==> src/rtl/fell_event_arbiter_if.sv <==
// Event port between the falling-edge arbiter and its consumer (logger / IRQ collector).
interface fell_event_arbiter_if #(
  parameter int N = 4
) ();
  localparam int IDW = (N > 1) ? $clog2(N) : 1;

  logic           evt_valid;
  logic           evt_ready;
  logic [IDW-1:0] evt_id;

  modport master (output evt_valid, output evt_id, input evt_ready);
  modport slave  (input evt_valid, input evt_id, output evt_ready);
endinterface

==> src/rtl/fell_event_arbiter.sv <==
// Falling-edge detector with saturating per-line pending counters and a
// round-robin shared event port.
//
// state | meaning
// IDLE  | no offer up; pick next pending line after rr_q
// OFFER | evt_valid high, evt_id held until accepted
module fell_event_arbiter #(
  parameter int N     = 4,
  parameter int CNT_W = 4
) (
  input  logic                 clk,
  input  logic                 rst,
  input  logic [N-1:0]         sig_in_i,
  input  logic [N-1:0]         ovf_clr_i,
  output logic                 pend_any_o,
  output logic [N-1:0]         ovf_o,
  fell_event_arbiter_if.master evt
);
  localparam int IDW = (N > 1) ? $clog2(N) : 1;
  localparam logic [CNT_W-1:0] CNT_MAX = '1;

  typedef enum logic {IDLE = 1'b0, OFFER = 1'b1} state_e;

  state_e                  state_q, state_d;
  logic [N-1:0]            prev_q;
  logic [N-1:0][CNT_W-1:0] cnt_q, cnt_d;
  logic [N-1:0]            ovf_q, ovf_d;
  logic                    pend_q, pend_d;
  logic [IDW-1:0]          rr_q, rr_d;
  logic [IDW-1:0]          id_q, id_d;

  logic                    accept;
  logic [N-1:0]            fell;
  logic [N-1:0]            dec;
  logic                    pick_found;
  logic [IDW-1:0]          pick_id;
  logic [IDW-1:0]          idx;

  assign accept = (state_q == OFFER) && evt.evt_ready;
  assign fell   = prev_q & ~sig_in_i;

  always_ff @(posedge clk) begin
    if (rst) begin
      state_q <= IDLE;
      prev_q  <= '0;
      cnt_q   <= '0;
      ovf_q   <= '0;
      pend_q  <= 1'b0;
      rr_q    <= IDW'(N - 1);
      id_q    <= '0;
    end else begin
      state_q <= state_d;
      prev_q  <= sig_in_i;
      cnt_q   <= cnt_d;
      ovf_q   <= ovf_d;
      pend_q  <= pend_d;
      rr_q    <= rr_d;
      id_q    <= id_d;
    end
  end

  // An edge coinciding with its own line's grant cancels out and never overflows.
  always_comb begin
    dec   = '0;
    cnt_d = cnt_q;
    ovf_d = ovf_q & ~ovf_clr_i;
    for (int i = 0; i < N; i++) begin
      dec[i] = accept && (id_q == IDW'(i));
      if (fell[i] && !dec[i]) begin
        if (cnt_q[i] != CNT_MAX) cnt_d[i] = cnt_q[i] + 1'b1;
        else                     ovf_d[i] = 1'b1;
      end else if (!fell[i] && dec[i]) begin
        cnt_d[i] = cnt_q[i] - 1'b1;
      end
    end
    pend_d = |cnt_d;
  end

  // Search starts just after the last granted line.
  always_comb begin
    pick_found = 1'b0;
    pick_id    = '0;
    idx        = '0;
    for (int j = 1; j <= N; j++) begin
      idx = IDW'((int'(rr_q) + j) % N);
      if (!pick_found && (cnt_q[idx] != '0)) begin
        pick_found = 1'b1;
        pick_id    = idx;
      end
    end
  end

  always_comb begin
    state_d = state_q;
    id_d    = id_q;
    rr_d    = rr_q;
    case (state_q)
      IDLE: begin
        if (pick_found) begin
          state_d = OFFER;
          id_d    = pick_id;
        end
      end
      OFFER: begin
        if (evt.evt_ready) begin
          state_d = IDLE;
          rr_d    = id_q;
        end
      end
      default: state_d = IDLE;
    endcase
  end

  always_comb begin
    evt.evt_valid = (state_q == OFFER);
    evt.evt_id    = id_q;
    pend_any_o    = pend_q;
    ovf_o         = ovf_q;
  end
endmodule
==> src/flat_wrapper.sv <==
// flat-port wrapper written by rule: the top's interface ports become plain ports
module fell_event_arbiter_flat 
#(
  parameter int N     = 4,
  parameter int CNT_W = 4
)
  (clk, rst, sig_in_i, ovf_clr_i, pend_any_o, ovf_o, evt_evt_valid, evt_evt_id, evt_evt_ready);
  fell_event_arbiter_if #(.N(N)) evt_i ();
  input  logic clk;
  input  logic rst;
  input  logic [N-1:0] sig_in_i;
  input  logic [N-1:0] ovf_clr_i;
  output logic pend_any_o;
  output logic [N-1:0] ovf_o;
  output wire logic [$bits(evt_i.evt_valid)-1:0] evt_evt_valid;
  output wire logic [$bits(evt_i.evt_id)-1:0] evt_evt_id;
  input wire logic [$bits(evt_i.evt_ready)-1:0] evt_evt_ready;
  assign evt_evt_valid = evt_i.evt_valid;
  assign evt_evt_id = evt_i.evt_id;
  assign evt_i.evt_ready = evt_evt_ready;
  fell_event_arbiter #(.N(N), .CNT_W(CNT_W)) u_core (.clk(clk), .rst(rst), .sig_in_i(sig_in_i), .ovf_clr_i(ovf_clr_i), .pend_any_o(pend_any_o), .ovf_o(ovf_o), .evt(evt_i));
endmodule
==> config.mk <==
export PLATFORM = sky130hd
export DESIGN_NAME = fell_event_arbiter_flat
export DESIGN_NICKNAME = d
export VERILOG_FILES = /design/src/rtl/fell_event_arbiter_if.sv /design/src/rtl/fell_event_arbiter.sv /design/src/flat_wrapper.sv
export SDC_FILE = /design/constraint.sdc
export NUM_CORES = 1
export LEC_CHECK = 0
export ABC_AREA = 0
export BUFFER_PORTS_ARGS = -buffer_cell sky130_fd_sc_hd__clkbuf_2
export CAP_MARGIN = 20
export CORE_ASPECT_RATIO = 1.25
export CORE_MARGIN = 1.5
export CORE_UTILIZATION = 55
export DETAILED_ROUTE_END_ITERATION = 8
export PLACE_DENSITY_LB_ADDON = 0.3
export REMOVE_ABC_BUFFERS = 1
export SLEW_MARGIN = 20
export SYNTH_ARGS = -nofsm -noshare
export SYNTH_HDL_FRONTEND = slang
export SYNTH_SLANG_ARGS = --single-unit
==> constraint.sdc <==
create_clock -name clk -period 2.35 [get_ports clk]
set_input_delay 0.1175 -clock clk [delete_from_list [all_inputs] [get_ports clk]]
set_output_delay 0.1175 -clock clk [all_outputs]
set_load 0.005 [all_outputs]
### Word-level counts from Yosys, hierarchy flattened

Index checks and enable logic that the tools add are counted.

| operators by class | value |
|---|---|
| shift operators | 0 |
| divide/modulo/power cells | 0 |
| bitwise logic cells | 5 |
| add/sub/neg operators | 12 |
| muxes and demuxes | 39 |
| equal/unequal tests | 7 |
| reductions and logical operators | 35 |
| $lt $le $gt $ge | 4 |
| $mul | 0 |

Operators with widths:

| kind | count |
|---|---|
| $mux 4 | 16 |
| $bmux 4 s2 | 4 |
| $add 4x1->4 const B | 4 |
| $logic_and 1x1->1 | 16 |
| $ne 4x4->1 const B | 4 |
| $reduce_bool 4->1 | 4 |
| $reduce_or 16->1 | 1 |
| $sub 4x1->4 const B | 4 |
| $mux 1 | 14 |
| $lt 2x3->1 const B | 4 |
| $logic_not 1->1 | 11 |
| $and 4x4->4 | 2 |
| $mux 2 | 4 |
| $not 4->4 | 2 |
| $add 2x1->2 const B | 2 |
| $add 2x2->2 const B | 2 |
| $eq 2x2->1 const B | 2 |
| $reduce_and 2->1 | 2 |
| $eq 2x1->1 const B | 1 |
| $logic_not 2->1 | 1 |
| $pmux 1 s2 | 1 |
| $not 1->1 | 1 |

| storage, ports and cells | value |
|---|---|
| ROM bits | 0 |
| RAM bits | 0 |
| logic and storage cells | 112 |
| bits of input ports | 11 |
| bits in latches | 0 |
| memories | 0 |
| output and inout port bits | 8 |
| flip-flop bits (word level) | 30 |

### Depth between registers and ports, before layout

Gate-level depths: netlist (run 1).

| logic depth | value |
|---|---|
| depth in word-level cells | 16 |
| depth in mapped cells | 8 |
| depth with buffers taken out | 7 |

### Worst setup path before layout (run 1)

No wires, ideal clock.

| timing path | value |
|---|---|
| path type | reg-to-reg |
| start point | register u_core.id_q[0], in the netlist u_core.evt.evt_id[0] |
| end point | register u_core.pend_q, in the netlist u_core.pend_any_o |
| stages on the path, launching flop included | 8 |
| arrival | 1.782 ns |
| library setup time | 0.139 ns |
| data required time | 2.211 ns |
| period minus slack after synthesis | 1.922 ns |
| path buffers | 1 |
| setup slack | 0.428 ns |
| cell sequence | dfxtp_1 > and4bb_2 > and2_1 > buf_6 > or4_1 > o21ai_0 > o2111a_1 > a41oi_1 |

| on the way | value |
|---|---|
| longest elaborated chain between the ends | 6 |
| elaborated cells on any way between the ends | 29 |
| those cells by class | eq/ne (3); mux (8); reduce/logical (18) |

RTL lines:

| item | RTL line | text |
|---|---|---|
| start, declared | fell_event_arbiter.sv:30 | `logic [IDW-1:0] id_q, id_d;` |
| start signal, assigned | fell_event_arbiter.sv:58 | `id_q <= id_d;` |
| $eq 2x1->1, or another cell as far along | fell_event_arbiter.sv:68 | `dec[i] = accept && (id_q == IDW'(i));` |
| $logic_and 1x1->1 | fell_event_arbiter.sv:68 |  |
| $logic_and 1x1->1 / $logic_not 1->1 (equally long branches) | fell_event_arbiter.sv:72, fell_event_arbiter.sv:69 |  |
| $mux 4 / $logic_and 1x1->1 (equally long branches) | fell_event_arbiter.sv:72, fell_event_arbiter.sv:69 |  |
| $mux 4 | fell_event_arbiter.sv:69 | `if (fell[i] && !dec[i]) begin` |
| $reduce_or 16->1 (*) | fell_event_arbiter.sv:76 | `pend_d = \|cnt_d;` |
| end signal, assigned | fell_event_arbiter.sv:56 | `pend_q <= pend_d;` |
| end, declared | fell_event_arbiter.sv:28 | `logic pend_q, pend_d;` |

Mark *: on every way between the ends. The rest lies on a longest branch, timed or not.
A chain may end at the register's enable or synchronous reset.

### Worst setup path after layout (run 1)

Same ends and word-level chain as after synthesis.

==> impl_metrics.yaml, run 1 <==
status:
  status: "completed"
yosys:
  syn_inst: 235
  yosysWarnings: 0
  synth_edf_count: 0
  synthTopCellsByCount: "31 x nor2_1, 30 x dfxtp_1, 15 x nand2_1"
  yosys.area.top_type: "dfxtp_1"
  ys_ff_latch: 30
  netlist_top_cells_area: "dfxtp_1 32%, nor2_1 6.2%, ha_1 5.3%"
  yosysMostFrequentCell: "nor2_1"
  synthesis.area_um2: 1880
  synth_cell_types: 49
  synth-main-ff-cell: "dfxtp_1"
  yosys.area.top_type_share_pct: 32.0
  async_flop_share_pct: 0
  ys_seq_area_share_pct: 32.0
  synth_area_per_cell_um2: 7.98
timing:
  tns_ns: 0
  worst_slew_pin_slew_ns: 0.641
  max_freq_mhz: 491
  finalHoldViolCount: 0
  fin_ws_ns: 0.313
  finalMaxSlewViolations: 0
  period_share_pct: 86.7
  finalCriticalPeriod_ns: 2.04
  slew_headroom_pct: 57.3
  setup_violations: 0
  rsz0062_at_grt: "no"
  skew_ns: 0.00808
final_layout:
  multi_input_area_um2: 1180
  n_antenna_cell: 0
  seq_area_um2: 601
  final_nets: 273
  final_cells: 290
  drive_above_1_share_pct: 13.0
  fin_util_pct: 64.4
  area.growth.synth_to_final_pct: 10.6
  fill_cells: 286
clocking:
  clk_pin_slew_worst_paths_ns: 0.06
  cts_num_sinks: 30
  clockBufferDepth: 2
  post_cts_buffers: 0
  clock_latency_ns: 0.28
  root_buffer: "clkbuf_8"
  cts_buffers: 5
  cts_tree: "done"
  htree_levels: 2
  ctsHoldBuffers: 0
  post_cts_resized: 0
worst_hold_path:
  hold_start: "sig_in_i[1]"
  hold_depth: 2
  min_to: "u_core.prev_q[1]"
  hp-class: "primary input to flip-flop"
global_route:
  grt_pass1_vias: 1540
  grt_pass1_wl_mm: 6.53
  grt_max_degree: 31
  grt_antenna_before_repair: 0
  overflow: 0
  grtUsageTotal_pct: 21.7
placed_design:
  pre_cts_slack_ns: 0.339
  gp_congestion: 0.865
  dpl.cell_count: 284
  portBuffers: 18
  hpwlAfterDp_mm: 2.88
floorplan:
  fp.dieArea_um2: 3770
  core_um2: 3220
  die_h_um: 68.3
  dieWidth_um: 55.2
  std_cell_rows: 23
  pin_count: 19
  start_util_pct: 58.2
critical_path:
  arrival_ns: 2.16
  rr_startpoint: "u_core.evt.evt_id[0]"
  rr_endpoint: "u_core.pend_any_o"
  required_ns: 2.48
  crit_type: "flip-flop to flip-flop"
  cp-end-kind: "flip-flop"
  rrSetupSlack_ns: 0.31
  critPathMaxFanout: 8
  rr_worst_depth: 6
  critPathLaunchType: "flip-flop"
route:
  drtAntennaViolNets: 0
  avgRoutedWirePerCell_um: 13.6
  drc_errors: 0
  wl_mm: 3.96
  firstDrtPassIters: 4
  via_count: 1736
  drtIter0Drc: 41
  via_per_inst: 5.99
pwr:
  p_per_area_nw_per_um2: 891
  worst_ir_drop_vdd_v: 0.000699
  static-leakage-power_nw: 0.848
  power_mw: 1.85
flow_run:
  maxCapViolCount: 0
[registers in the layout, indices dropped and copies added, names as in the netlist]
name	count
u_core.pend_any_o	1
u_core.ovf_o	4
u_core.rr_q	2
u_core.cnt_q	16
u_core.evt.evt_id	2
u_core.evt.evt_valid	1
u_core.prev_q	4
[power by group]
group          switching, mW  total (mW)  internal [mW]
sequential             0.104       0.693          0.589
combinational          0.390       0.749          0.360
clock                  0.181       0.406          0.225
total                  0.675        1.85           1.17
[routing by layer]
metal | part of all wire (%) | global-route usage [%]
met3 | 2.9 | 5.48
met2 | 49 | 38.7
met1 | 47 | 25.5
met4 | 1.1 | 7.32
met5 | 0 | 0
[worst max-delay path: stages, from the launching register on]
cell and delay [ns]:
dfxtp_1 0.44, and4bb_2 0.33, and2_1 0.25, or4_1 0.47
o21ai_0 0.09, o2111a_1 0.20, a41oi_1 0.11
[area by class of cell]
cell class | count | area share [%]
clock buffer | 6 | 3.98
inverter | 13 | 2.35
multi-input combinational | 183 | 57.1
sequential | 30 | 29.0
tap | 37 | 2.23
timing repair buffer | 21 | 5.43
[cell usage in the layout, fill, tap and decap left out, types with 2 or more instances in the layout]
cell,count
nor3_1,13
a21oi_1,13
a221oi_1,3
a21o_1,3
xnor2_1,4
a211oi_1,4
a32o_1,2
clkbuf_2,18
a32oi_1,3
nor4_1,7
inv_1,13
mux2i_1,5
o21ai_0,10
buf_4,3
nor2b_1,13
a2bb2oi_1,2
and2_1,3
ha_1,8
clkbuf_8,6
or4_1,3
nand2b_1,6
a211o_1,3
nand4_1,3
nand3_1,2
nor3b_1,2
nand2_1,15
dfxtp_1,30
nor2_1,31
and3_1,5
[stage by stage]
step	area (µm²)	hold slack, ns
finish	2070	0.0658
global route	2070	0.0840
CTS	2070	0.0635
detailed placement	1990	0.350
global placement	1990	0.340
floorplan	1830	0.187
[cell families (layout without fill, tap and decap cells)]
| logic type | count (synthesis) | after routing | synth area share, % |
|---|---|---|---|
| AO/OA/AOI/OAI | 55 | 55 | 21.4 |
| AND/OR/NAND/NOR | 111 | 111 | 31.8 |
| buffers and inverters | 22 | 40 | 4.87 |
| multiplexers | 5 | 5 | 2.67 |
| adder cells (fa/ha/maj) | 8 | 8 | 5.34 |
| flip-flops | 30 | 30 | 32.0 |
| XOR/XNOR | 4 | 4 | 1.87 |
[worst max path at each step]
stage | start | slack, ns | to
3_3_place_gp | u_core.evt.evt_id[0] | 0.38 | u_core.pend_any_o
4_1_cts | u_core.evt.evt_id[0] | 0.32 | u_core.pend_any_o
6_report | u_core.evt.evt_id[0] | 0.31 | u_core.pend_any_o
5_1_grt | u_core.cnt_q[4] | 0.21 | u_core.pend_any_o
3_5_place_dp | u_core.evt.evt_id[0] | 0.34 | u_core.pend_any_o
2_1_floorplan | u_core.evt.evt_valid | 0.37 | u_core.pend_any_o
No activity file was read; power rests on OpenSTA's default activity.
==> inputs of run 2 (changes only) <==
==> constraint.sdc (replaced) <==
create_clock -name clk -period 2.35 [get_ports clk]
set_input_delay 0.235 -clock clk [delete_from_list [all_inputs] [get_ports clk]]
set_output_delay 0.235 -clock clk [all_outputs]
set_load 0.005 [all_outputs]
==> run 2 against run 1 <==
  * Cell count increased by 0.69%
  * Largest cell class unchanged
  * Critical path depth unchanged
  * Highest routed layer unchanged
  * Critical path type unchanged
  * Sequential power about the same
==> impl_metrics.yaml, run 2 (synthesized netlist as in run 1, its figures left out) <==
status:
  status: "completed"
floorplan:
  core_um2: 3220
  std_cell_rows: 23
  die_h_um: 68.3
  dieWidth_um: 55.2
  start_util_pct: 58.2
  pin_count: 19
  fp.dieArea_um2: 3770
critical_path:
  critPathLaunchType: "flip-flop"
  cp-end-kind: "flip-flop"
  critPathMaxFanout: 8
  crit_type: "flip-flop to flip-flop"
  arrival_ns: 2.17
  required_ns: 2.48
pwr:
  worst_ir_drop_vdd_v: 0.000597
  p_per_area_nw_per_um2: 901
  static-leakage-power_nw: 0.853
final_layout:
  final_nets: 273
  largest_register_ffs: 16
  fin_util_pct: 64.6
  top_register: "u_core.cnt_q"
  area.growth.synth_to_final_pct: 11.1
  fill_cells: 302
  mostFrequentLayoutCell: "nor2_1"
  drive_above_1_share_pct: 13.3
  final_cell_mix: "31 x nor2_1, 30 x dfxtp_1, 18 x clkbuf_2"
  n_antenna_cell: 0
timing:
  period_share_pct: 86.7
  holdWs_ns: 0.176
  fin_ws_ns: 0.311
  finalCriticalPeriod_ns: 2.04
  slew_headroom_pct: 59.8
  finalMaxSlewViolations: 0
  tns_ns: 0
  worst_slew_pin_slew_ns: 0.603
  skew_ns: 0.00416
  setup_violations: 0
  finalHoldViolCount: 0
  rsz0062_at_grt: "no"
  max_freq_mhz: 491
clocking:
  clockBufferDepth: 2
  clock_latency_ns: 0.28
  cts_buffers: 5
  cts_tree: "done"
  post_cts_resized: 0
  cts_num_sinks: 30
  root_buffer: "clkbuf_8"
  ctsHoldBuffers: 0
  post_cts_buffers: 0
  htree_levels: 2
  clk_pin_slew_worst_paths_ns: 0.06
placed_design:
  portBuffers: 18
  hpwlAfterDp_mm: 2.84
  pre_cts_slack_ns: 0.330
  gp_congestion: 0.859
route:
  avgRoutedWirePerCell_um: 13.5
  firstDrtPassIters: 4
  drc_errors: 0
  via_per_inst: 5.93
  drtAntennaViolNets: 0
  drtIter0Drc: 49
  wl_mm: 3.93
  via_count: 1733
global_route:
  grt_max_degree: 31
  grt_pass1_vias: 1494
  overflow: 0
  grt_pass1_wl_mm: 6.49
  grtUsageTotal_pct: 21.8
  grt_antenna_before_repair: 0
flow_run:
  maxCapViolCount: 0
worst_hold_path:
  hp-class: "primary input to flip-flop"
[run 2: per-stage QoR]
stage               std cells  power, mW  area (µm²)
floorplan                 226       1.24        1830
global placement          284       1.44        1990
detailed placement        284       1.45        1990
CTS                       292       1.89        2080
global route              292       2.01        2080
finish                    292       1.88        2080
[run 2: layout make-up]
type	instances	area, µm²	share of cell area, %
clock inverter	1	5.00	0.240
tap	37	46.3	2.22
multi-input combinational	183	1180	56.8
timing repair buffer	21	113	5.41
sequential	30	601	28.8
inverter	13	48.8	2.34
clock buffer	7	86.3	4.14
[run 2: worst paths after layout]
path                            slack [ns]                  from  cells after the start                 to
worst max-delay path                  0.31  u_core.evt.evt_id[0]                      6  u_core.pend_any_o
worst min-delay path                  0.18           sig_in_i[1]                      2   u_core.prev_q[1]
worst max register to register        0.31  u_core.evt.evt_id[0]                      6  u_core.pend_any_o
worst min register to register        0.47       u_core.ovf_o[2]                      2    u_core.ovf_o[2]
[run 2: layer usage]
metal / part of all wire [%] / up-vias / global-route usage (%)
met4: 1.8 / 0 / 9.15
met2: 49 / 32 / 40.9
met1: 46 / 796 / 24.1
met5: 0 / - / 0
li1: - / 896 / -
met3: 3.6 / 9 / 4.54
[run 2: critical path, stage by stage, from the launching register on]
cell and delay (ns):
dfxtp_1 0.44, and4bb_2 0.32, and2_1 0.25, or4_1 0.48, o21ai_0 0.09, o2111a_1 0.20
a41oi_1 0.11
[run 2: power breakdown]
group          switching (mW)  internal, mW
Sequential              0.102         0.589
Combinational           0.400         0.360
Clock                   0.191         0.236
